==> src/rtl/avalon_mm_bridge.sv <==
// Avalon-MM pipeline bridge: one registered command slice toward the fabric,
// an outstanding-read limiter, and a one-cycle registered read-response path.
module avalon_mm_bridge #(
   parameter int ADDR_W      = 32,
   parameter int DATA_W      = 32,
   parameter int MAX_PENDING = 4
) (
   input  logic                  clk,
   input  logic                  rst,
   // upstream agent side
   input  logic [ADDR_W-1:0]     s_address,
   input  logic [DATA_W/8-1:0]   s_byteenable,
   input  logic                  s_read,
   input  logic                  s_write,
   input  logic [DATA_W-1:0]     s_writedata,
   output logic                  s_waitrequest,
   output logic [DATA_W-1:0]     s_readdata,
   output logic                  s_readdatavalid,
   // downstream host side
   output logic [ADDR_W-1:0]     m_address,
   output logic [DATA_W/8-1:0]   m_byteenable,
   output logic                  m_read,
   output logic                  m_write,
   output logic [DATA_W-1:0]     m_writedata,
   input  logic                  m_waitrequest,
   input  logic [DATA_W-1:0]     m_readdata,
   input  logic                  m_readdatavalid,
   output logic                  err_unsolicited
);

   localparam int BE_W   = DATA_W / 8;
   localparam int PEND_W = $clog2(MAX_PENDING + 1);
   localparam logic [PEND_W-1:0] PEND_MAX = PEND_W'(MAX_PENDING);

   // command slice
   logic              cmd_full_q, cmd_full_d;
   logic              cmd_read_q, cmd_read_d;
   logic [ADDR_W-1:0] cmd_addr_q, cmd_addr_d;
   logic [BE_W-1:0]   cmd_be_q, cmd_be_d;
   logic [DATA_W-1:0] cmd_wdata_q, cmd_wdata_d;

   // read tracking and response path
   logic [PEND_W-1:0] pending_q, pending_d;
   logic              rvalid_q, rvalid_d;
   logic [DATA_W-1:0] rdata_q, rdata_d;
   logic              err_q, err_d;

   logic at_limit;
   logic accept;
   logic read_accept;
   logic issue;
   logic resp_ok;

   // The m_waitrequest term is combinational so a draining slice refills in the same cycle.
   assign at_limit      = (pending_q == PEND_MAX);
   assign s_waitrequest = (cmd_full_q & m_waitrequest) | (s_read & at_limit);
   assign accept        = (s_read | s_write) & ~s_waitrequest;
   assign read_accept   = accept & s_read;
   assign issue         = cmd_full_q & ~m_waitrequest;
   assign resp_ok       = m_readdatavalid & (pending_q != '0);

   always_comb begin
      // NOTE: every variable gets its hold value first, so no path can infer a latch.
      cmd_full_d  = cmd_full_q;
      cmd_read_d  = cmd_read_q;
      cmd_addr_d  = cmd_addr_q;
      cmd_be_d    = cmd_be_q;
      cmd_wdata_d = cmd_wdata_q;
      pending_d   = pending_q;

      if (accept) begin
         cmd_full_d  = 1'b1;
         cmd_read_d  = s_read;  // read wins when both strobes are high
         cmd_addr_d  = s_address;
         cmd_be_d    = s_byteenable;
         cmd_wdata_d = s_writedata;
      end else if (issue) begin
         cmd_full_d  = 1'b0;
      end

      unique case ({read_accept, resp_ok})
         2'b10:   pending_d = pending_q + PEND_W'(1);
         2'b01:   pending_d = pending_q - PEND_W'(1);
         default: pending_d = pending_q;
      endcase

      rvalid_d = resp_ok;
      rdata_d  = resp_ok ? m_readdata : rdata_q;
      err_d    = err_q | (m_readdatavalid & (pending_q == '0));
   end

   // NOTE: state registers use non-blocking assignments so all flops update from pre-edge values.
   always_ff @(posedge clk or negedge rst) begin
      if (!rst) begin
         cmd_full_q  <= 1'b0;
         cmd_read_q  <= 1'b0;
         cmd_addr_q  <= '0;
         cmd_be_q    <= '0;
         cmd_wdata_q <= '0;
         pending_q   <= '0;
         rvalid_q    <= 1'b0;
         rdata_q     <= '0;
         err_q       <= 1'b0;
      end else begin
         cmd_full_q  <= cmd_full_d;
         cmd_read_q  <= cmd_read_d;
         cmd_addr_q  <= cmd_addr_d;
         cmd_be_q    <= cmd_be_d;
         cmd_wdata_q <= cmd_wdata_d;
         pending_q   <= pending_d;
         rvalid_q    <= rvalid_d;
         rdata_q     <= rdata_d;
         err_q       <= err_d;
      end
   end

   assign m_read          = cmd_full_q & cmd_read_q;
   assign m_write         = cmd_full_q & ~cmd_read_q;
   assign m_address       = cmd_addr_q;
   assign m_byteenable    = cmd_be_q;
   assign m_writedata     = cmd_wdata_q;
   assign s_readdata      = rdata_q;
   assign s_readdatavalid = rvalid_q;
   assign err_unsolicited = err_q;

endmodule

==> config.mk <==
export PLATFORM = sky130hd
export DESIGN_NAME = avalon_mm_bridge
export DESIGN_NICKNAME = d
export VERILOG_FILES = /design/src/rtl/avalon_mm_bridge.sv
export SDC_FILE = /design/constraint.sdc
export NUM_CORES = 1
export LEC_CHECK = 0
export CAP_MARGIN = 10
export CORE_ASPECT_RATIO = 1.5
export CORE_MARGIN = 2
export CORE_UTILIZATION = 43
export CTS_CLUSTER_DIAMETER = 150
export DETAILED_ROUTE_END_ITERATION = 10
export PLACE_DENSITY_LB_ADDON = 0.3
export SLEW_MARGIN = 20
export SYNTH_ARGS = -nofsm -noshare
export SYNTH_HDL_FRONTEND = slang
export SYNTH_SLANG_ARGS = --single-unit
==> constraint.sdc <==
create_clock -name clk -period 4.9 [get_ports clk]
set_clock_uncertainty 0.15 [all_clocks]
set_input_delay 1.47 -clock clk [delete_from_list [all_inputs] [get_ports clk]]
set_output_delay 1.47 -clock clk [all_outputs]
set_load 0.01 [all_outputs]
==> flow_summary.json, run 1 <==
{
  "ios": 211,
  "postCtsSetupRepairBufs": 0,
  "cts_buffers": 9,
  "ant_nets": 0,
  "r2r_slack_ps": 2630,
  "crit_path_start_kind": "primary input",
  "synth_nets": 354,
  "antenna_cells": 0,
  "netlist_instances": 246,
  "vias": 2804,
  "path_clk_slew_ps": 60,
  "area_growth_pct": 59.7,
  "path_delay_family": "buffers and inverters",
  "max_freq_mhz": 229,
  "yosysWarnings": 0,
  "synthDominantCellAreaShare": 0.650,
  "start_util": 0.443,
  "ir_drop_mv": 0.285,
  "drtPass1Iterations": 4,
  "crit_buf_inv": 2,
  "status": "finished, final reports clean",
  "cp-startpoint": "s_read",
  "clk_latency_ps": 330,
  "drc": 0,
  "die_h_um": 124,
  "synth_seq_cells": 107,
  "syn_area_sq_mm": 0.00412,
  "grt_max_degree": 88,
  "grt_pass1_wl_um": 15000,
  "layout_common_cells": "clkdlybuf4s50_1, dfrtp_1, mux2_2",
  "ctsResizeCount": 0,
  "finalHoldViolCount": 0,
  "path_class": "in2out",
  "path_depth": 4,
  "cts.path.max_buffers": 2,
  "htreeDepth": 3,
  "grt_overflow": 0,
  "crit_arrival_ps": 2750,
  "min_period_ps": 4370,
  "cts_tree": "yes",
  "drt_iter0_drc": 100,
  "cts-root-buf": "clkbuf_16",
  "fin_util": 0.707,
  "synth.area.top_cells": "dfrtp_1, mux2_2, mux2_4, buf_4, a221oi_4",
  "layout-drive-gt1-share": 0.257,
  "multiInputGateArea_sq_mm": 0.00135,
  "finalSetupTns_ps": 0,
  "holdBufCountCts": 0,
  "die_area_sq_mm": 0.0104,
  "worstPathMaxFanout": 5,
  "place_congestion": 0.787,
  "rsz0062_at_grt": "false",
  "routed_wl_um": 9450,
  "slowest_delay_ps": 610,
  "row_count": 43,
  "final_nets": 567,
  "p_leak_uw": 0.00275,
  "synthDistinctLibCells": 24,
  "yosysSeqAreaShare": 0.650,
  "port_buffers": 210,
  "grt_usage": 0.187,
  "power_density_mw_per_mm2": 506,
  "cp_data_required_time_ps": 3280,
  "relSlewSlack": 0.491,
  "worstMarginPinSlew_ps": 764,
  "synth_area_per_cell_sq_um": 16.8,
  "setup_violations": 0,
  "yosys.area.top_type": "dfrtp_1",
  "finalCritPeriodShare": 0.892,
  "fp.dieW_um": 83.9,
  "core_area_sq_mm": 0.00931,
  "fill_cells": 644,
  "post-dp-hpwl_um": 7120,
  "finalMaxSlewViolations": 0,
  "grt_pass1_vias": 3062,
  "power_uw": 3330,
  "wl_per_cell_um": 16.4,
  "worst-r2r-cell-count": 9,
  "end_kind": "output port",
  "cts.sinks": 107,
  "cp_slowest_cell": "clkdlybuf4s50_1",
  "r2r_start": "pending_q[0]",
  "antenna_found_initial": 0,
  "ff_latch_area_sq_mm": 0.00268,
  "layout_commonest_cell": "clkdlybuf4s50_1",
  "maxCapViolCount": 0,
  "worstPathCellList": "clkdlybuf4s50_1, nand2_1, nand2_1, clkdlybuf4s50_1",
  "endpoint": "s_waitrequest",
  "r2r-end": "pending_q[2]",
  "hold_path.class": "reg2reg",
  "viasPerCell": 4.88
}
-- how the worst min path moves through the flow --
| stage | endpoint | startpoint | slack [ps] | depth (start not counted) |
|---|---|---|---|---|
| after global routing | err_unsolicited | err_unsolicited | 330 | 1 |
| final | err_unsolicited | err_unsolicited | 310 | 1 |
| after CTS | err_unsolicited | err_unsolicited | 310 | 1 |
| after detailed placement | err_unsolicited | err_unsolicited | 300 | 1 |
| after global placement | err_unsolicited | err_unsolicited | 290 | 1 |
| after floorplan | pending_q[2] | pending_q[2] | 300 | 1 |
-- where the power goes --
part	internal, uW	switching [uW]	total, uW
Sequential	1170	156	1330
Combinational	863	491	1350
Clock	353	291	644
-- state kept, by name, indices dropped and copies added, names as in the netlist --
name             count
m_address           32
m_writedata         32
s_readdata          32
m_byteenable         4
pending_q            3
cmd_full_q           1
cmd_read_q           1
err_unsolicited      1
s_readdatavalid      1
-- cells in the mapped netlist (all sizes together) --
cell,instances
o21ai,1
dfrtp,107
o22a,1
nor3,1
a21o,2
nand2,5
nor3b,1
xor2,2
nor2,2
a21oi,1
a221oi,1
xnor2,1
and2,1
inv,4
a21boi,1
ha,1
nor2b,1
mux2,100
nand2b,1
buf,11
fa,1
-- layer usage --
metal / up-vias / track usage / wire length (um)
met4: 0 / 0.0847 / 261
li1: 1280 / - / -
met2: 125 / 0.335 / 5170
met1: 1381 / 0.205 / 3370
met3: 18 / 0.0577 / 649
met5: - / 0 / 0
-- area by class of cell --
| class | count | area share |
|---|---|---|
| Sequential cell | 107 | 0.407 |
| Timing Repair Buffer | 213 | 0.325 |
| Multi-Input combinational cell | 124 | 0.205 |
| Clock buffer | 12 | 0.0375 |
| Tap cell | 112 | 0.0213 |
| Clock inverter | 3 | 0.00228 |
| Inverter | 4 | 0.00228 |
-- worst register-to-register path, stage by stage (launching register included) --
cell and delay, ps:
dfrtp_1 430, nor3b_2 360, a21oi_1 120, nand2_1 110
ha_1 190, inv_1 60, fa_1 370, xor2_1 150
nor2_1 110, xor2_1 150
-- cells by family (layout without fill, tap and decap cells) --
| family | after synthesis | count (layout) | share of synthesized area |
|---|---|---|---|
| AO/OA/AOI/OAI | 7 | 7 | 0.0164 |
| XOR/XNOR | 3 | 3 | 0.00638 |
| AND/OR/NAND/NOR | 12 | 12 | 0.0152 |
| buffers and inverters | 15 | 232 | 0.0231 |
| flip-flops | 107 | 107 | 0.650 |
| adder cells (fa/ha/maj) | 2 | 2 | 0.00789 |
| multiplexers | 100 | 100 | 0.281 |
-- stage by stage --
step | setup slack (ps) | cell area (sq um) | instances | hold slack (ps)
final | 527 | 6580 | 575 | 308
after global routing | 454 | 6580 | 575 | 332
after detailed placement | 533 | 6320 | 560 | 297
after global placement | 560 | 6320 | 560 | 290
after CTS | 527 | 6580 | 575 | 312
after floorplan | 1660 | 4120 | 246 | 304
Power figures use the tool's default switching activity.
==> run 2: changes to the inputs <==
--- a/config.mk
+++ b/config.mk
@@ -6,9 +6,11 @@
 export NUM_CORES = 1
 export LEC_CHECK = 0
 export CAP_MARGIN = 10
+export CELL_PAD_IN_SITES_DETAIL_PLACEMENT = 2
+export CELL_PAD_IN_SITES_GLOBAL_PLACEMENT = 2
 export CORE_ASPECT_RATIO = 1.5
 export CORE_MARGIN = 2
-export CORE_UTILIZATION = 43
+export CORE_UTILIZATION = 23
 export CTS_CLUSTER_DIAMETER = 150
 export DETAILED_ROUTE_END_ITERATION = 10
 export PLACE_DENSITY_LB_ADDON = 0.3
==> constraint.sdc (replaced) <==
create_clock -name clk -period 3.8 [get_ports clk]
set_clock_uncertainty 0.15 [all_clocks]
set_input_delay 1.14 -clock clk [delete_from_list [all_inputs] [get_ports clk]]
set_output_delay 1.14 -clock clk [all_outputs]
set_load 0.01 [all_outputs]
==> flow_summary.json, run 2 (synthesis results as in run 1) <==
{
  "cts.path.max_buffers": 2,
  "max_freq_mhz": 276,
  "maxCapViolCount": 0,
  "hold_path.class": "reg2reg",
  "place_congestion": 0.692,
  "cp_slowest_cell": "clkdlybuf4s50_1",
  "status": "finished, final reports clean",
  "ios": 211,
  "grt_pass1_vias": 3354,
  "cts_tree": "yes",
  "ant_nets": 0,
  "clk_latency_ps": 340,
  "drtPass1Iterations": 4,
  "grt_max_degree": 53,
  "vias": 2903,
  "wl_per_cell_um": 17.4,
  "port_buffers": 210,
  "path_clk_slew_ps": 60,
  "antenna_found_initial": 0,
  "dp.cells": 669,
  "ctsResizeCount": 0,
  "end_kind": "output port",
  "relSlewSlack": 0.697,
  "drc": 0,
  "path_class": "in2out",
  "whs_ps": 327,
  "core_area_sq_mm": 0.0177,
  "timing.final.ws_setup_ps": 182,
  "fp.dieW_um": 113,
  "crit_arrival_ps": 2330,
  "htreeDepth": 3,
  "holdBufCountCts": 0,
  "start_util": 0.233,
  "min_period_ps": 3620,
  "final_nets": 571,
  "layout_common_cells": "clkdlybuf4s50_1, dfrtp_1, mux2_2",
  "p_leak_uw": 0.00278,
  "die_h_um": 168,
  "instances_no_fill": 685,
  "worstMarginPinSlew_ps": 455,
  "setup_violations": 0,
  "layout_commonest_cell": "clkdlybuf4s50_1",
  "drt_iter0_drc": 58,
  "viasPerCell": 4.24,
  "finalHoldViolCount": 0,
  "cts.sinks": 107,
  "routed_wl_um": 11900,
  "cp_data_required_time_ps": 2510,
  "slowest_delay_ps": 530,
  "rsz0062_at_grt": "false",
  "finalCritPeriodShare": 0.952,
  "pre_cts_slack_ps": 177,
  "row_count": 60,
  "grt_usage": 0.128,
  "finalSetupTns_ps": 0,
  "grt_pass1_wl_um": 18700,
  "layout-drive-gt1-share": 0.267,
  "die_area_sq_mm": 0.0190,
  "worstPathMaxFanout": 2,
  "postCtsSetupRepairBufs": 0,
  "area_growth_pct": 64.4,
  "power_density_mw_per_mm2": 651,
  "cts-root-buf": "clkbuf_16",
  "ir_drop_mv": 0.277,
  "worstPathCellList": "clkdlybuf4s50_1, nand2_1, nand2_1, clkdlybuf4s50_1",
  "cts_buffers": 9,
  "post-dp-hpwl_um": 9270,
  "grt_overflow": 0,
  "antenna_cells": 0,
  "crit_path_start_kind": "primary input",
  "finalMaxSlewViolations": 0
}
==> run 2: cell types whose count changed in the layout (fill, tap and decap cells not counted), sizes merged <==
cell	previous run	this run
clkbuf	12	11
clkinv	3	2
inv	4	7
buf	4	8
==> run 2: worst max-delay path: cells and delay by family <==
family	cells	cell delay [ps]
simple gates	2	160
buf+inv	2	1030
==> run 2: final cells by class <==
| class | instances | area (sq um) |
|---|---|---|
| inverters | 4 | 15.0 |
| repair buffers | 217 | 2180 |
| clock buffers | 11 | 243 |
| clock inverters | 5 | 42.5 |
| multi-input cells | 124 | 1350 |
| well taps | 217 | 272 |
| flip-flops and latches | 107 | 2680 |
| fillers | 1817 | 10900 |
==> run 2: worst paths after layout <==
check / cells after the start / end / startpoint / slack, ps
worst max register to register: 9 / pending_q[2] / pending_q[1] / 1510
worst min-delay path: 1 / err_unsolicited / err_unsolicited / 330
min in group asynchronous: 1 / s_readdata[7] / rst / 580
worst min register to register: 1 / err_unsolicited / err_unsolicited / 330
max in group asynchronous: 2 / m_address[12] / rst / 2220
worst max-delay path: 4 / s_waitrequest / m_waitrequest / 180
==> run 2: report_power, final <==
group          internal, uW  switching [uW]
registers              1510             213
logic                  1120             662
clock network           473             427
total                  3110            1300
==> run 2: routing by layer <==
layer | global-route usage | share of wire | up-vias
li1 | - | - | 1284
met1 | 0.123 | 0.32 | 1490
met2 | 0.249 | 0.59 | 117
met3 | 0.0443 | 0.075 | 12
met4 | 0.0387 | 0.016 | 0
met5 | 0 | 0 | -
==> run 2: through the flow <==
| stage | total power [uW] | utilization | area (sq um) |
|---|---|---|---|
| after floorplan | 2520 | - | 4120 |
| after global placement | 3500 | 0.366 | 6490 |
| after detailed placement | 3580 | 0.366 | 6490 |
| after CTS | 4530 | 0.382 | 6780 |
| after global routing | 4690 | 0.382 | 6780 |
| final | 4410 | 0.382 | 6780 |
==> run 3: changes to the inputs <==
--- a/config.mk
+++ b/config.mk
@@ -5,6 +5,7 @@
 export SDC_FILE = /design/constraint.sdc
 export NUM_CORES = 1
 export LEC_CHECK = 0
+export ABC_CLOCK_PERIOD_IN_PS = 3800
 export CAP_MARGIN = 10
 export CELL_PAD_IN_SITES_DETAIL_PLACEMENT = 2
 export CELL_PAD_IN_SITES_GLOBAL_PLACEMENT = 2
==> results of run 3 <==
Same layout as run 2: the final DEF is identical, and so are final timing and power.
